==> src/rtl/mix_pkg.sv <==
// Shared types and constants for the voice mixer.
// Sample width, accumulator sizing, FSM states and clip limits.
package mix_pkg;

  localparam int SAMPLE_W = 18;
  localparam int SAT_MAX  = (1 << (SAMPLE_W - 1)) - 1;
  localparam int SAT_MIN  = -(1 << (SAMPLE_W - 1));

  function automatic int acc_w(input int dw, input int n);
    return dw + $clog2(n);
  endfunction

  typedef enum logic [2:0] {
    IDLE,
    SEL,
    WAIT_RDY,
    WAIT_REL,
    SCALE,
    OUT
  } state_t;

endpackage

==> src/rtl/sat_clip.sv <==
// Combinational signed saturator.
// Narrows IN_W to OUT_W, clamping to the OUT_W two's complement range.
module sat_clip #(
  parameter int IN_W  = 29,
  parameter int OUT_W = 18
) (
  input  logic [IN_W-1:0]  din,
  output logic [OUT_W-1:0] dout
);

  localparam logic [IN_W-1:0] MAXV =
    {{(IN_W-OUT_W+1){1'b0}}, {(OUT_W-1){1'b1}}};
  localparam logic [IN_W-1:0] MINV =
    {{(IN_W-OUT_W+1){1'b1}}, {(OUT_W-1){1'b0}}};

  always_comb begin
    dout = din[OUT_W-1:0];
    if ($signed(din) > $signed(MAXV)) begin
      dout = MAXV[OUT_W-1:0];
    end else if ($signed(din) < $signed(MINV)) begin
      dout = MINV[OUT_W-1:0];
    end
  end

endmodule

==> src/rtl/voice_mixer.sv <==
// Pulls one sample per enabled voice per audio tick via ready/received,
// sums, applies master volume, saturates and presents the mix.
module voice_mixer #(
  parameter int NUM_VOICES = 4,
  parameter int DATA_W     = 18,
  parameter int TIMEOUT    = 255
) (
  input  logic                         clk,
  input  logic                         reset,
  input  logic                         sample_tick,
  input  logic [NUM_VOICES-1:0]        voice_enable,
  input  logic [NUM_VOICES-1:0]        voice_ready,
  input  logic [NUM_VOICES*DATA_W-1:0] voice_data,
  output logic [NUM_VOICES-1:0]        voice_received,
  input  logic [7:0]                   master_vol,
  output logic [DATA_W-1:0]            mix_out,
  output logic                         mix_valid,
  output logic                         overrun,
  output logic [NUM_VOICES-1:0]        voice_timeout
);

  import mix_pkg::*;

  localparam int ACC_W  = acc_w(DATA_W, NUM_VOICES);
  localparam int IDX_W  = (NUM_VOICES > 1) ? $clog2(NUM_VOICES) : 1;
  localparam int TC_W   = $clog2(TIMEOUT + 1);
  localparam int PROD_W = ACC_W + 9;

  state_t                    state;
  logic [IDX_W-1:0]          idx;
  logic [TC_W-1:0]           tcnt;
  logic signed [ACC_W-1:0]   acc;
  logic [DATA_W-1:0]         sat_q;

  logic signed [DATA_W-1:0]  sample;
  logic signed [ACC_W-1:0]   sample_ext;
  logic signed [PROD_W-1:0]  prod;
  logic signed [PROD_W-1:0]  scaled;
  logic [DATA_W-1:0]         clipped;
  logic                      last;
  logic                      tc_hit;

  assign sample     = $signed(voice_data[idx*DATA_W +: DATA_W]);
  assign sample_ext = ACC_W'(sample);
  assign prod       = PROD_W'(acc) *
                      PROD_W'($signed({1'b0, master_vol}));
  assign scaled     = prod >>> 7;
  assign last       = (idx == IDX_W'(NUM_VOICES - 1));
  assign tc_hit     = (tcnt == TC_W'(TIMEOUT));

  sat_clip #(
    .IN_W  (PROD_W),
    .OUT_W (DATA_W)
  ) u_clip (
    .din  (scaled),
    .dout (clipped)
  );

  always_ff @(posedge clk) begin
    if (reset) begin
      state          <= IDLE;
      idx            <= '0;
      tcnt           <= '0;
      acc            <= '0;
      sat_q          <= '0;
      voice_received <= '0;
      mix_out        <= '0;
      mix_valid      <= 1'b0;
      overrun        <= 1'b0;
      voice_timeout  <= '0;
    end else begin
      mix_valid <= 1'b0;
      overrun   <= sample_tick && (state != IDLE);
      unique case (state)
        IDLE: begin
          if (sample_tick) begin
            acc           <= '0;
            idx           <= '0;
            voice_timeout <= '0;
            state         <= SEL;
          end
        end
        SEL: begin
          if (!voice_enable[idx]) begin
            if (last) state <= SCALE;
            else      idx   <= idx + 1'b1;
          end else begin
            tcnt  <= '0;
            state <= WAIT_RDY;
          end
        end
        WAIT_RDY: begin
          if (voice_ready[idx]) begin
            acc                 <= acc + sample_ext;
            voice_received[idx] <= 1'b1;
            tcnt                <= '0;
            state               <= WAIT_REL;
          end else if (tc_hit) begin
            voice_timeout[idx] <= 1'b1;
            if (last) begin
              state <= SCALE;
            end else begin
              idx   <= idx + 1'b1;
              state <= SEL;
            end
          end else begin
            tcnt <= tcnt + 1'b1;
          end
        end
        WAIT_REL: begin
          if (!voice_ready[idx] || tc_hit) begin
            voice_received <= '0;
            if (voice_ready[idx]) voice_timeout[idx] <= 1'b1;
            if (last) begin
              state <= SCALE;
            end else begin
              idx   <= idx + 1'b1;
              state <= SEL;
            end
          end else begin
            tcnt <= tcnt + 1'b1;
          end
        end
        SCALE: begin
          sat_q <= clipped;
          state <= OUT;
        end
        OUT: begin
          mix_out   <= sat_q;
          mix_valid <= 1'b1;
          state     <= IDLE;
        end
        default: state <= IDLE;
      endcase
    end
  end

endmodule

==> config.mk <==
export PLATFORM = sky130hd
export DESIGN_NAME = voice_mixer
export DESIGN_NICKNAME = d
export VERILOG_FILES = /design/src/rtl/mix_pkg.sv /design/src/rtl/sat_clip.sv /design/src/rtl/voice_mixer.sv
export SDC_FILE = /design/constraint.sdc
export NUM_CORES = 1
export LEC_CHECK = 0
export ABC_AREA = 1
export CELL_PAD_IN_SITES_DETAIL_PLACEMENT = 1
export CELL_PAD_IN_SITES_GLOBAL_PLACEMENT = 1
export CORE_MARGIN = 8
export CORE_UTILIZATION = 42
export CTS_CLUSTER_SIZE = 28
export DETAILED_ROUTE_END_ITERATION = 6
export GPL_TIMING_DRIVEN = 1
export HOLD_SLACK_MARGIN = 0.08
export PLACE_DENSITY_LB_ADDON = 0.05
export SLEW_MARGIN = 30
export SYNTH_ARGS = -nofsm -noshare
export SYNTH_HDL_FRONTEND = slang
export SYNTH_HIERARCHICAL = 1
export SYNTH_SLANG_ARGS = --single-unit
==> constraint.sdc <==
create_clock -name clk -period 6.6 [get_ports clk]
set_clock_uncertainty 0.1 [all_clocks]
set_input_delay 0.99 -clock clk [delete_from_list [all_inputs] [get_ports clk]]
set_output_delay 0.99 -clock clk [all_outputs]
set_load 0.005 [all_outputs]
==> key figures, run 1 <==
Outcome
  – Status: completed

Finish
  – Diode count: 0
  – Final core utilization: 0.4976
  – Fill count: roughly 3.5k
  – Reg area: roughly 0.0016 sq mm
  – Layout cells sized above 1: 0.05589
  – Area of the multi-input gates: 0.008036 sq mm
  – Count of nets after finishing: between 2k and 2.5k
  – Layout area overhead: 17.49%
  – Post-route cell area: 0.01330 sq mm

Placed design
  – Routability congestion estimate: 0.8731
  – IO Port Bufs: 118
  – HPWL Detailed: 30.00 mm
  – Pre-CTS setup slack: -0.2172 ns
  – Placed cell area: 0.01296 sq mm

Pwr
  – Pwr Total: 3.441 mW
  – VDD IR-drop max: 267.5 uV
  – P per Cell Area: 258.7 mW/mm^2
  – Leak Pwr: a little over 7 nW

Clock network
  – Worst-Skew Late Latency: 0.35 ns
  – Clk slew on worst S/H paths: 0.07 ns
  – H-tree depth: 3
  – CTS Root Cell: clkbuf_16
  – Maximum clock path buffer count: 2
  – CTS tree: built
  – CTS Hold Buffers Added: 0
  – Clock sinks: 79
  – CTS Buf Count: 9

Synth
  – Top cell type's share of synthesized area: 0.2228
  – Synth area leader: fa_1
  – Synth warn: 6
  – Main flop type after synthesis: dfxtp_1
  – Gate Count Post-Synth: 1719
  – Asr flop ratio synth: 0
  – Cell with the most instances after synthesis: nand2_1
  – Sequential area share after synthesis: 0.1397
  – Synthesized area: ~0.011 sq mm
  – Number of synthesized flops with an enable pin: 0
  – Mapped Avg Cell Area: 6.585 sq um
  – Syn Nets: 2014
  – Synth unique cells: 44
  – Top post-synthesis cells by area: fa_1, nand2_1, dfxtp_1, inv_1, ha_1
  – Synth top cells by count: nand2_1, inv_1, nor2_1
  – Post-synthesis register bit count: 79

Timing
  – Slew headroom: 0.4232
  – Tightest Pin Transition: 0.8641 ns
  – Final Max Slew Viols: 0
  – Post-route worst setup slack: between 0.3 and 0.4 ns
  – Crit path time final: 6.236 ns
  – Fin crit share: 0.9448
  – Final hold vios: 0
  – RSZ-0062 raised after global routing: no
  – Final setup vio count: 0
  – Max Fclk: about 160 MHz

Global route
  – Total GRT Usage: 0.2262
  – Global routing usage on met2: 0.3971
  – Grt met1 use: 0.2911
  – Total grt overflow: 0
  – Largest net degree at the start of global routing: 44
  – Gr busiest metal: met2
  – First-pass GRT wire length: 60.71 mm
  – Initial antenna violation count: 0
  – Met3 Use GR: 0.02581
  – Vias in the first global route: 11.81k

Critical path
  – Arr. time, crit path: 6.37 ns
  – Worst stage delay on the critical path: around 0.58 ns
  – Worst Setup SP: master_vol[5]
  – Buf/Inv on CP: 6
  – Delay-heaviest family, CP: adder cells
  – Worst Path Max Fanout: 20
  – Worst EP required: 6.74 ns
  – Crit end category: register
  – CP Class: in -> reg
  – Reg2reg start: acc[19]$_SDFFE_PP0P_
  – Worst Setup Start Kind: input pin
  – Slowest stage cell, crit path: fa_1

Min path
  – Hold path startpoint: mix_out[11]$_SDFFE_PP0P_
  – Worst min path class: reg -> reg

Routing
  – Drt drc: 0
  – Router iterations before antenna repair: 5
  – Antenna viol nets, final: 0
  – Via count: 11.05k
  – Vias per cell: 5.102
  – Avg WL per Cell: roughly 17 um
  – DR iter-0 viols: around 450
  – DRT Wirelength: 36.32 mm

Floorplanning
  – Row count: 60
  – Die height: 180.2 um
  – CORE AREA: between 0.02 and 0.03 sq mm
  – Top Ports: roughly 120
  – DIE WIDTH: approximately 180 um
  – Initial core utilization: 0.4235
  – Die area: 0.03246 sq mm

Flow run
  – Max cap viols: 0
-- layer usage --
metal	routed length, um	up-vias	part of all wire
met1	16960	5368	0.47
met4	728	0	0.020
met3	1334	51	0.037
met5	0	-	0
met2	17300	224	0.48
li1	-	5409	-
-- state kept, by name, indices dropped and copies added, names as in the netlist --
| signal | count |
|---|---|
| voice_received | 4 |
| voice_timeout | 4 |
| mix_out | 18 |
| state | 3 |
| sat_q | 18 |
| idx | 2 |
| overrun | 1 |
| tcnt | 8 |
| acc | 20 |
| mix_valid | 1 |
-- worst register-to-register path, cell delays in order, from the launching register on --
cell	delay (ns)
dfxtp_1	0.70
nand2_1	0.21
inv_1	0.17
fa_1	0.46
buf_4	0.17
fa_1	0.50
inv_1	0.05
fa_1	0.47
fa_1	0.61
inv_1	0.06
ha_1	0.39
nand2_1	0.17
nor2_1	0.17
nand2_1	0.09
nor3_1	0.15
nand2_1	0.10
nand3b_1	0.10
nand2_1	0.11
buf_12	0.17
nor2_1	0.10
nand2_1	0.06
nor2_1	0.13
nand2_2	0.13
nand2_4	0.14
nand2_1	0.06
nor2_1	0.14
nor2_1	0.07
-- repair_timing --
item / 4_1_cts / 5_1_grt
hold endpoints to repair: 0 / 0
gates resized for setup: 0 / 13
setup endpoints to repair: 0 / 17
buffers inserted: 0 / 0
-- power by group --
group	leakage (nW)	switching [mW]	internal, mW
registers	0.639	0.117	0.544
logic	6.37	1.44	0.832
clock network	0.136	0.233	0.270
-- cell families (layout without fill, tap and decap cells) --
group,count (synthesis),in the layout,share of synthesized area
buffers and inverters,450,554,0.1543
AND/OR/NAND/NOR,725,727,0.2665
flip-flops,79,79,0.1397
AO/OA/AOI/OAI,238,238,0.1126
adder cells (fa/ha/maj),204,204,0.3091
XOR/XNOR,23,23,0.01780
-- per-stage QoR --
step                      TNS, ns  cells  hold WS [ns]
after floorplan                 0   1719        0.3402
after global placement          0   2148        0.3337
after detailed placement   -2.587   2148        0.3393
after CTS                       0   2164        0.3505
after global routing            0   2166        0.3716
final                           0   2166        0.3480
-- path summary, 6_finish.rpt --
check	to	slack [ns]	cells past startpoint
worst max-delay path	sat_q[5]$_SDFFE_PP0N_	0.36	28
worst min-delay path	mix_out[11]$_SDFFE_PP0P_	0.35	2
worst max register to register	sat_q[5]$_SDFFE_PP0N_	0.72	26
worst min register to register	mix_out[11]$_SDFFE_PP0P_	0.35	2
-- final cells by class --
cell class	count	share of cell area
Clock buffer	10	0.01797
Clock inverter	6	0.003763
Sequential cell	79	0.1189
Multi-Input combinational cell	1192	0.6043
Timing Repair Buffer	155	0.1149
Inverter	383	0.1081
Tap cell	341	0.03208
-- placed cells by master (no fill, tap or decap), types with 14 or more instances in the layout --
master             n
buf_4             31
nor3_1            14
nor2_1           151
clkdlybuf4s50_1  117
ha_1              75
dfxtp_1           79
xor2_1            15
o21ai_0           98
inv_1            373
nand3_1           70
a21oi_1          100
o22ai_1           17
nand2_1          446
fa_1             124
No activity file was read; power rests on OpenSTA's default activity.
==> inputs of run 2 (changes only) <==
Settings changed: ABC_CLOCK_PERIOD_IN_PS set to 6600.
==> results of run 2 <==
Same layout as run 1: the final DEF is identical, and so are final timing and power.
